`config.mk`:
```
export PLATFORM = sky130hd
export DESIGN_NAME = codec_i2s_tx_flat
export DESIGN_NICKNAME = d
export VERILOG_FILES = /design/src/rtl/codec_i2s_tx_if.sv /design/src/rtl/codec_i2s_tx.sv /design/src/flat_wrapper.sv
export SDC_FILE = /design/constraint.sdc
export NUM_CORES = 1
export LEC_CHECK = 0
export BUFFER_PORTS_ARGS = -buffer_cell sky130_fd_sc_hd__buf_2
export CORE_UTILIZATION = 58
export CTS_BUF_LIST = sky130_fd_sc_hd__clkbuf_16
export DETAILED_ROUTE_END_ITERATION = 12
export PLACE_DENSITY = 0.91
export SYNTH_ARGS = -nofsm -noshare
export SYNTH_HDL_FRONTEND = slang
export SYNTH_SLANG_ARGS = --single-unit
```
`constraint.sdc`:
```
create_clock -name clock -period 3.35 [get_ports clock]
set_input_delay 0.5025 -clock clock [delete_from_list [all_inputs] [get_ports clock]]
set_output_delay 0.5025 -clock clock [all_outputs]
set_load 0.005 [all_outputs]
```
`src/rtl/codec_i2s_tx_if.sv`:
```
// Upstream sample-pair handshake for the I2S transmitter.
// The producer drives a left/right pair with valid, and the transmitter returns ready.
interface codec_i2s_tx_if #(
  parameter int unsigned ARRAY_WIDTH = 20
);
  logic [ARRAY_WIDTH-1:0] l_fpga_to_codec;
  logic [ARRAY_WIDTH-1:0] r_fpga_to_codec;
  logic                   sample_valid;
  logic                   sample_ready;

  modport master (
    output l_fpga_to_codec,
    output r_fpga_to_codec,
    output sample_valid,
    input  sample_ready
  );

  modport slave (
    input  l_fpga_to_codec,
    input  r_fpga_to_codec,
    input  sample_valid,
    output sample_ready
  );
endinterface

```
`src/rtl/codec_i2s_tx.sv`:
```
// I2S transmitter.
// A single-entry holding register accepts L/R sample pairs. At each frame load the held
// pair, or zeros on underrun, moves into per-channel shift registers. The shift registers
// are then serialised MSB first, one sclk period after the lrck edge.
// sclk, lrck and sdata all come straight from flops, so the codec sees no glitches.
module codec_i2s_tx #(
  parameter int unsigned ARRAY_WIDTH = 20,
  parameter int unsigned SCLK_DIV    = 4,
  parameter int unsigned SLOT_BITS   = 32
) (
  input  logic          clock,
  input  logic          reset,
  input  logic          enable,
  codec_i2s_tx_if.slave bus,
  output logic          sclk,
  output logic          lrck,
  output logic          sdata,
  output logic          frame_start,
  output logic          underrun,
  output logic [7:0]    underrun_count
);

  localparam int unsigned FrameBits = 2 * SLOT_BITS;
  localparam int unsigned DivW      = $clog2(SCLK_DIV);
  localparam int unsigned BitW      = $clog2(FrameBits);

  localparam logic [DivW-1:0] DivMax   = DivW'(SCLK_DIV - 1);
  localparam logic [DivW-1:0] DivHalf  = DivW'(SCLK_DIV / 2);
  localparam logic [BitW-1:0] BitMax   = BitW'(FrameBits - 1);
  localparam logic [BitW-1:0] SlotBits = BitW'(SLOT_BITS);
  localparam logic [BitW-1:0] WidthPos = BitW'(ARRAY_WIDTH);

  logic [DivW-1:0]        div_q, div_d;
  logic [BitW-1:0]        bit_cnt_q, bit_cnt_d;
  logic                   sclk_q, sclk_d;
  logic                   lrck_q, lrck_d;
  logic                   sdata_q, sdata_d;
  logic                   frame_start_q, frame_start_d;
  logic                   underrun_q, underrun_d;
  logic [7:0]             underrun_count_q, underrun_count_d;
  logic                   full_q, full_d;
  logic [ARRAY_WIDTH-1:0] hold_l_q, hold_l_d;
  logic [ARRAY_WIDTH-1:0] hold_r_q, hold_r_d;
  logic [ARRAY_WIDTH-1:0] l_shift_q, l_shift_d;
  logic [ARRAY_WIDTH-1:0] r_shift_q, r_shift_d;

  logic            div_wrap;
  logic            load;
  logic            accept;
  logic [BitW-1:0] slot_pos;
  logic            in_data;

  assign bus.sample_ready = ~full_q;
  assign sclk             = sclk_q;
  assign lrck             = lrck_q;
  assign sdata            = sdata_q;
  assign frame_start      = frame_start_q;
  assign underrun         = underrun_q;
  assign underrun_count   = underrun_count_q;

  // Frame timing: counters, load detection and registered sclk/lrck.
  // Idle parks both counters at their maximum, so the first enabled cycle is a load.
  always_comb begin
    div_wrap = (div_q == DivMax);
    load     = enable && div_wrap && (bit_cnt_q == BitMax);
    accept   = bus.sample_valid && !full_q;

    if (!enable) begin
      div_d     = DivMax;
      bit_cnt_d = BitMax;
    end else if (div_wrap) begin
      div_d     = '0;
      bit_cnt_d = (bit_cnt_q == BitMax) ? '0 : bit_cnt_q + 1'b1;
    end else begin
      div_d     = div_q + 1'b1;
      bit_cnt_d = bit_cnt_q;
    end

    sclk_d = enable && (div_d >= DivHalf);
    lrck_d = enable && (bit_cnt_d >= SlotBits);

    slot_pos = lrck_d ? (bit_cnt_d - SlotBits) : bit_cnt_d;
    in_data  = (slot_pos != '0) && (slot_pos <= WidthPos);
  end

  // Serial data path: load at frame start, then shift one bit per sclk falling edge.
  always_comb begin
    l_shift_d = l_shift_q;
    r_shift_d = r_shift_q;
    sdata_d   = sdata_q;
    if (!enable) begin
      l_shift_d = '0;
      r_shift_d = '0;
      sdata_d   = 1'b0;
    end else if (load) begin
      l_shift_d = full_q ? hold_l_q : '0;
      r_shift_d = full_q ? hold_r_q : '0;
      sdata_d   = 1'b0;
    end else if (div_wrap) begin
      sdata_d = 1'b0;
      if (in_data) begin
        if (lrck_d) begin
          sdata_d   = r_shift_q[ARRAY_WIDTH-1];
          r_shift_d = r_shift_q << 1;
        end else begin
          sdata_d   = l_shift_q[ARRAY_WIDTH-1];
          l_shift_d = l_shift_q << 1;
        end
      end
    end
  end

  // Holding register and status pulses.
  // Accept and consume are mutually exclusive, because accept needs !full and consume needs full.
  always_comb begin
    full_d   = full_q;
    hold_l_d = hold_l_q;
    hold_r_d = hold_r_q;
    if (load && full_q) begin
      full_d = 1'b0;
    end
    if (accept) begin
      full_d   = 1'b1;
      hold_l_d = bus.l_fpga_to_codec;
      hold_r_d = bus.r_fpga_to_codec;
    end

    frame_start_d    = load;
    underrun_d       = load && !full_q;
    underrun_count_d = underrun_count_q;
    if (underrun_d && (underrun_count_q != 8'hFF)) begin
      underrun_count_d = underrun_count_q + 8'd1;
    end
  end

  // State registers, async active-low reset into the idle state.
  always_ff @(posedge clock or negedge reset) begin
    if (!reset) begin
      div_q            <= DivMax;
      bit_cnt_q        <= BitMax;
      sclk_q           <= 1'b0;
      lrck_q           <= 1'b0;
      sdata_q          <= 1'b0;
      frame_start_q    <= 1'b0;
      underrun_q       <= 1'b0;
      underrun_count_q <= 8'd0;
      full_q           <= 1'b0;
      hold_l_q         <= '0;
      hold_r_q         <= '0;
      l_shift_q        <= '0;
      r_shift_q        <= '0;
    end else begin
      div_q            <= div_d;
      bit_cnt_q        <= bit_cnt_d;
      sclk_q           <= sclk_d;
      lrck_q           <= lrck_d;
      sdata_q          <= sdata_d;
      frame_start_q    <= frame_start_d;
      underrun_q       <= underrun_d;
      underrun_count_q <= underrun_count_d;
      full_q           <= full_d;
      hold_l_q         <= hold_l_d;
      hold_r_q         <= hold_r_d;
      l_shift_q        <= l_shift_d;
      r_shift_q        <= r_shift_d;
    end
  end

endmodule

```
`src/flat_wrapper.sv`:
```
// flat-port wrapper written by rule: the top's interface ports become plain ports
module codec_i2s_tx_flat 
#(
  parameter int unsigned ARRAY_WIDTH = 20,
  parameter int unsigned SCLK_DIV    = 4,
  parameter int unsigned SLOT_BITS   = 32
)
  (clock, reset, enable, sclk, lrck, sdata, frame_start, underrun, underrun_count, bus_l_fpga_to_codec, bus_r_fpga_to_codec, bus_sample_valid, bus_sample_ready);
  codec_i2s_tx_if #(.ARRAY_WIDTH(ARRAY_WIDTH)) bus_i ();
  input  logic clock;
  input  logic reset;
  input  logic enable;
  output logic sclk;
  output logic lrck;
  output logic sdata;
  output logic frame_start;
  output logic underrun;
  output logic [7:0] underrun_count;
  input wire logic [$bits(bus_i.l_fpga_to_codec)-1:0] bus_l_fpga_to_codec;
  input wire logic [$bits(bus_i.r_fpga_to_codec)-1:0] bus_r_fpga_to_codec;
  input wire logic [$bits(bus_i.sample_valid)-1:0] bus_sample_valid;
  output wire logic [$bits(bus_i.sample_ready)-1:0] bus_sample_ready;
  assign bus_i.l_fpga_to_codec = bus_l_fpga_to_codec;
  assign bus_i.r_fpga_to_codec = bus_r_fpga_to_codec;
  assign bus_i.sample_valid = bus_sample_valid;
  assign bus_sample_ready = bus_i.sample_ready;
  codec_i2s_tx #(.ARRAY_WIDTH(ARRAY_WIDTH), .SCLK_DIV(SCLK_DIV), .SLOT_BITS(SLOT_BITS)) u_core (.clock(clock), .reset(reset), .enable(enable), .bus(bus_i), .sclk(sclk), .lrck(lrck), .sdata(sdata), .frame_start(frame_start), .underrun(underrun), .underrun_count(underrun_count));
endmodule
```
* Word-level counts from Yosys, hierarchy flattened *
Cells that the tools add are included.

word-level totals
  input port bits = 44
  bits in registers = 102
  word-level logic and storage cells = 67

cells by class
  reduce and logical (&&, ||, !) cells = 14
  equal/unequal tests = 7
  bitwise gates (word level) = 1
  order comparisons = 3
  mux-type cells = 25
  $add $sub $neg = 4

operators by type and width
  operator                                               number
  two-way mux 20 bit                                     12
  two-way mux 6 bit                                      4
  logical AND 1 bit                                      9
  inequality test 3 x 1 -> 1 bit, second input constant  3
  adder 8 x 1 -> 8 bit, second input constant            1
  inequality test 8 bit, second input constant           1
  two-way mux 1 bit                                      7
  adder 6 x 1 -> 6 bit, second input constant            1
  == test 6 bit, second input constant                   1
  >= comparator 6 bit, second input constant             1
  <= comparator 6 x 5 -> 1 bit, second input constant    1
  AND reduction 3 bit                                    2
  nonzero test 6 bit                                     1
  subtractor 6 bit, second input constant                1
  two-way mux 2 bit                                      2
  inequality test 3 bit, second input constant           1
  adder 2 x 1 -> 2 bit, second input constant            1
  == test 2 bit, second input constant                   1
  >= comparator 2 bit, second input constant             1
  nonzero test 2 bit                                     1
  logical NOT 1 bit                                      1
  NOT 1 bit                                              1

* Longest topological paths before layout *
  depth in word-level cells = 13
  mapped depth = 9

* Worst setup path after synthesis *
Ideal clock, no wire load.

  path type = flip-flop to flip-flop
  start point = register u_core.div_q[0]
  end point = register u_core.r_shift_q[19]
  slack = 986 ps
  stages on the path, launching flop included = 8
  buffers on the path = 1
  arrival = 2239 ps
  library setup time = 125 ps
  clock period less this slack = 2364 ps
  cell sequence = dfstp_2 ha_1 nand4_1 mux2_4 o21ba_1 a221oi_2 buf_6 mux2_4

between the ends
  word-level cells in the longest chain between the ends = 10
  elaborated cells between the ends (all ways) = 18
  those cells by class = add/sub (1); order compare (2); eq/ne (4); mux (5); reduce/logical (6)

ends and longest elaborated chain
  what                                                                RTL line             RTL
  from (decl)                                                         codec_i2s_tx.sv:33   logic [DivW-1:0] div_q, div_d;
  from (signal assigned)                                              codec_i2s_tx.sv:139  div_q <= DivMax;
  from (signal assigned)                                              codec_i2s_tx.sv:153  div_q <= div_d;
  == test 2 bit *                                                     codec_i2s_tx.sv:64   div_wrap = (div_q == DivMax);
  two-way mux 6 bit                                                   codec_i2s_tx.sv:71   end else if (div_wrap) begin
  two-way mux 6 bit                                                   codec_i2s_tx.sv:68   if (!enable) begin
  >= comparator 6 bit                                                 codec_i2s_tx.sv:80   lrck_d = enable && (bit_cnt_d >= SlotBits);
  logical AND 1 bit                                                   codec_i2s_tx.sv:80
  two-way mux 6 bit                                                   codec_i2s_tx.sv:82   slot_pos = lrck_d ? (bit_cnt_d - SlotBits) : bit_cnt_d;
  <= comparator 6 x 5 -> 1 bit or nonzero test 6 bit (tied branches)  codec_i2s_tx.sv:83   in_data = (slot_pos != '0) && (slot_pos <= WidthPos);
  logical AND 1 bit                                                   codec_i2s_tx.sv:83
  inequality test 3 x 1 -> 1 bit (no line)                            --
  AND reduction 3 bit (no line)                                       --
  to (signal assigned)                                                codec_i2s_tx.sv:165  r_shift_q <= r_shift_d;
  to (decl)                                                           codec_i2s_tx.sv:45   logic [ARRAY_WIDTH-1:0] r_shift_q, r_shift_d;

Every way passes the cells marked *; elsewhere a longest branch is shown, timed or not.
A chain may end at the register's enable or synchronous reset.

* Final worst setup path *
  start point = register u_core.div_q[0]
  end point = register u_core.r_shift_q[17]

Same word-level chain as after synthesis.

==> flow_metrics.tcl <==
set metrics [dict create \
    path_common_cell "mux2_4" \
    yosys.cell_count.top_type "dfrtp_1" \
    core_sq_um 8260 \
    cp_max_fo 20 \
    cts.reportedPaths.clkPinSlew_ns 0.07 \
    max-vdd-ir-drop_v 0.000464 \
    path_buf_inv 1 \
    synthArstFlopShare_pct 100 \
    pin_count 58 \
    critical-path-max-stage-delay_ns 0.53 \
    finalWeightedCongestion 0.833 \
    die_h_microns 94.5 \
    synth-edff-count 0 \
    firstDrtPassIters 4 \
    grt_usage_pct 25.0 \
    synth_area_sq_um 4970 \
    critPathLaunchType "flop" \
    yosysSeqAreaShare_pct 51.6 \
    worstSetupEndpointType "flop" \
    finalSetupTns_ns 0 \
    max_freq_ghz 0.339 \
    rsz0062_at_grt "no" \
    timing.final.crit_share_pct 87.9 \
    synth_cells 426 \
    cts-hold-fix-buffers 0 \
    rows 33 \
    finalHoldViolations 0 \
    start_util_pct 60.1 \
    synth_top_area_cell "dfrtp_1" \
    cts_tree "yes" \
    syn_nets 473 \
    wl_per_cell_microns 17.1 \
    num_vias 3398 \
    cts_buffers 9 \
    hold_path.class "in2async" \
    ys.flop_type "dfrtp_1" \
    synth.distinct_cells 48 \
    finalPower_mw 4.67 \
    cp.required_ns 3.58 \
    io_buffers 57 \
    grt_pass1_vias 3497 \
    routed_wl_microns 9890 \
    maxSlewHeadroom_pct 32.9 \
    power_density_nw_per_um2 830 \
    setup_viol_count_final 0 \
    arrival_ns 3.17 \
    synth_seq_cells 102 \
    antennaDiodeCount 0 \
    grt_overflow 0 \
    synth_common_cells "94 x dfrtp_1, 49 x nand2_1, 46 x nand3_1" \
    postCtsResizedCells 0 \
    fin_crit_ns 2.95 \
    cts_setup_buffers 0 \
    avgSynthCellArea_sq_um 11.7 \
    hpwlAfterDp_microns 6290 \
    insertion_delay_ns 0.34 \
    cap_viol_max_count 0 \
    layout-drive-gt1-share_pct 33.8 \
    status "complete, no violations" \
    clkSinkCount 102 \
    dieArea_sq_um 8940 \
    clock_path_buffers 2 \
    ant_nets 0 \
    synth_top_area_share_pct 47.4 \
    crit_family "multiplexers" \
    drc 0 \
    antenna_found_initial 0 \
    crit_type "reg2reg" \
    crit_slowest_cell "dfstp_2" \
    area_growth_pct 13.3 \
    tightest_slew_ns 1.01 \
    fin_skew_ns 0.00566 \
    layout.nets 516 \
    drt_iter0_markers 232 \
    slew_violations 0 \
    grt_max_degree 52 \
    viasPerCell 5.87 \
    die_width_microns 94.5 \
    yosysWarnings 0 \
    power_leakage_nw 2.54 \
    fillers 608 \
    crit_chain "ha_1, nand4_1, mux2_4, o21ba_1, a221oi_4, buf_4, mux2_4" \
    yosys-top-cells-area "dfrtp_1 47%, mux2_2 9.3%, mux2_4 6.0%, a21boi_0 5.7%, nand3_1 4.6%" \
    clockRootBuffer "clkbuf_16" \
    grt_pass1_wl_microns 17000 \
    cts_max_level 3 \
]
## kinds of logic (layout without fill, tap and decap cells)
family | Yosys count | in the layout | synth area share, %
xor+xnor | 11 | 11 | 1.94
buf+inv | 42 | 90 | 3.98
compound gates | 61 | 61 | 9.25
fa+ha+maj | 3 | 3 | 0.756
flops | 102 | 102 | 51.6
simple gates | 124 | 124 | 12.2
mux | 83 | 83 | 20.3
## metal layers
layer | vias up | global-route usage [%] | part of all wire, %
met1 | 1720 | 32.2 | 43
met2 | 83 | 42.5 | 51
met5 | - | 0 | 0
met3 | 20 | 4.11 | 3.7
li1 | 1575 | - | -
met4 | 0 | 9.34 | 2.0
## metrics by stage
| stage | cells | area (sq um) | setup WS [ns] | hold WS (ns) | utilization (%) |
|---|---|---|---|---|---|
| 2_1_floorplan | 426 | 4970 | 0.986 | 0.207 | - |
| 3_3_place_gp | 563 | 5310 | 0.606 | 0.442 | 64.3 |
| 3_5_place_dp | 563 | 5310 | 0.498 | 0.441 | 64.3 |
| 4_1_cts | 579 | 5630 | 0.419 | 0.212 | 68.2 |
| 5_1_grt | 579 | 5630 | 0.303 | 0.245 | 68.2 |
| 6_report | 579 | 5630 | 0.404 | 0.191 | 68.2 |
## cell usage in the layout (no fill, tap or decap), types with 4 or more instances in the layout
cell type | netlist | routed
dfrtp_1 | 94 | 94
buf_2 | 5 | 56
nand2_1 | 49 | 49
nand3_1 | 46 | 46
mux2_2 | 41 | 41
a21boi_0 | 38 | 38
mux2_4 | 20 | 20
mux2_1 | 19 | 19
buf_4 | 5 | 12
clkbuf_16 | 0 | 9
dfstp_2 | 8 | 8
nand4_1 | 7 | 7
xnor2_1 | 7 | 7
inv_1 | 6 | 6
xor2_1 | 4 | 4
nor2_1 | 5 | 4
## state kept, by name (all words and copies together), names as in the netlist, 2 cells and up
signal,flops
u_core.l_shift_q,20
u_core.hold_r_q,20
u_core.hold_l_q,20
u_core.r_shift_q,20
u_core.div_q,2
u_core.underrun_count,8
u_core.bit_cnt_q,6
## path summary, 6_finish.rpt
path	slack (ns)	to	start	cells past startpoint
hold / removal	0.19	u_core.hold_l_q[10]$_DFFE_PN0P_	reset	1
setup reg to reg	0.40	u_core.r_shift_q[17]$_DFFE_PN0P_	u_core.div_q[0]$_DFF_PN1_	7
setup / recovery	0.40	u_core.r_shift_q[17]$_DFFE_PN0P_	u_core.div_q[0]$_DFF_PN1_	7
hold reg to reg	0.46	u_core.div_q[0]$_DFF_PN1_	u_core.div_q[0]$_DFF_PN1_	1
min in group clock	0.38	u_core.hold_r_q[11]$_DFFE_PN0P_	bus_r_fpga_to_codec[11]	2
max in group asynchronous	2.31	u_core.bit_cnt_q[0]$_DFF_PN1_	reset	2
## where the power goes
group	internal, mW	total [mW]	switching [mW]
clock	0.599	1.10	0.497
combinational	0.764	1.49	0.726
sequential	1.72	2.08	0.364
total	3.08	4.67	1.59
## area by class of cell
type	instances	area (sq um)	share of cell area (%)
Multi-Input combinational cell	282	2230	39.6
Clock buffer	9	225	4.00
Tap cell	105	131	2.33
Sequential cell	102	2560	45.5
Inverter	6	22.5	0.400
Clock inverter	7	88.8	1.58
Timing Repair Buffer	68	370	6.58
(Power assumes the default switching activity.)
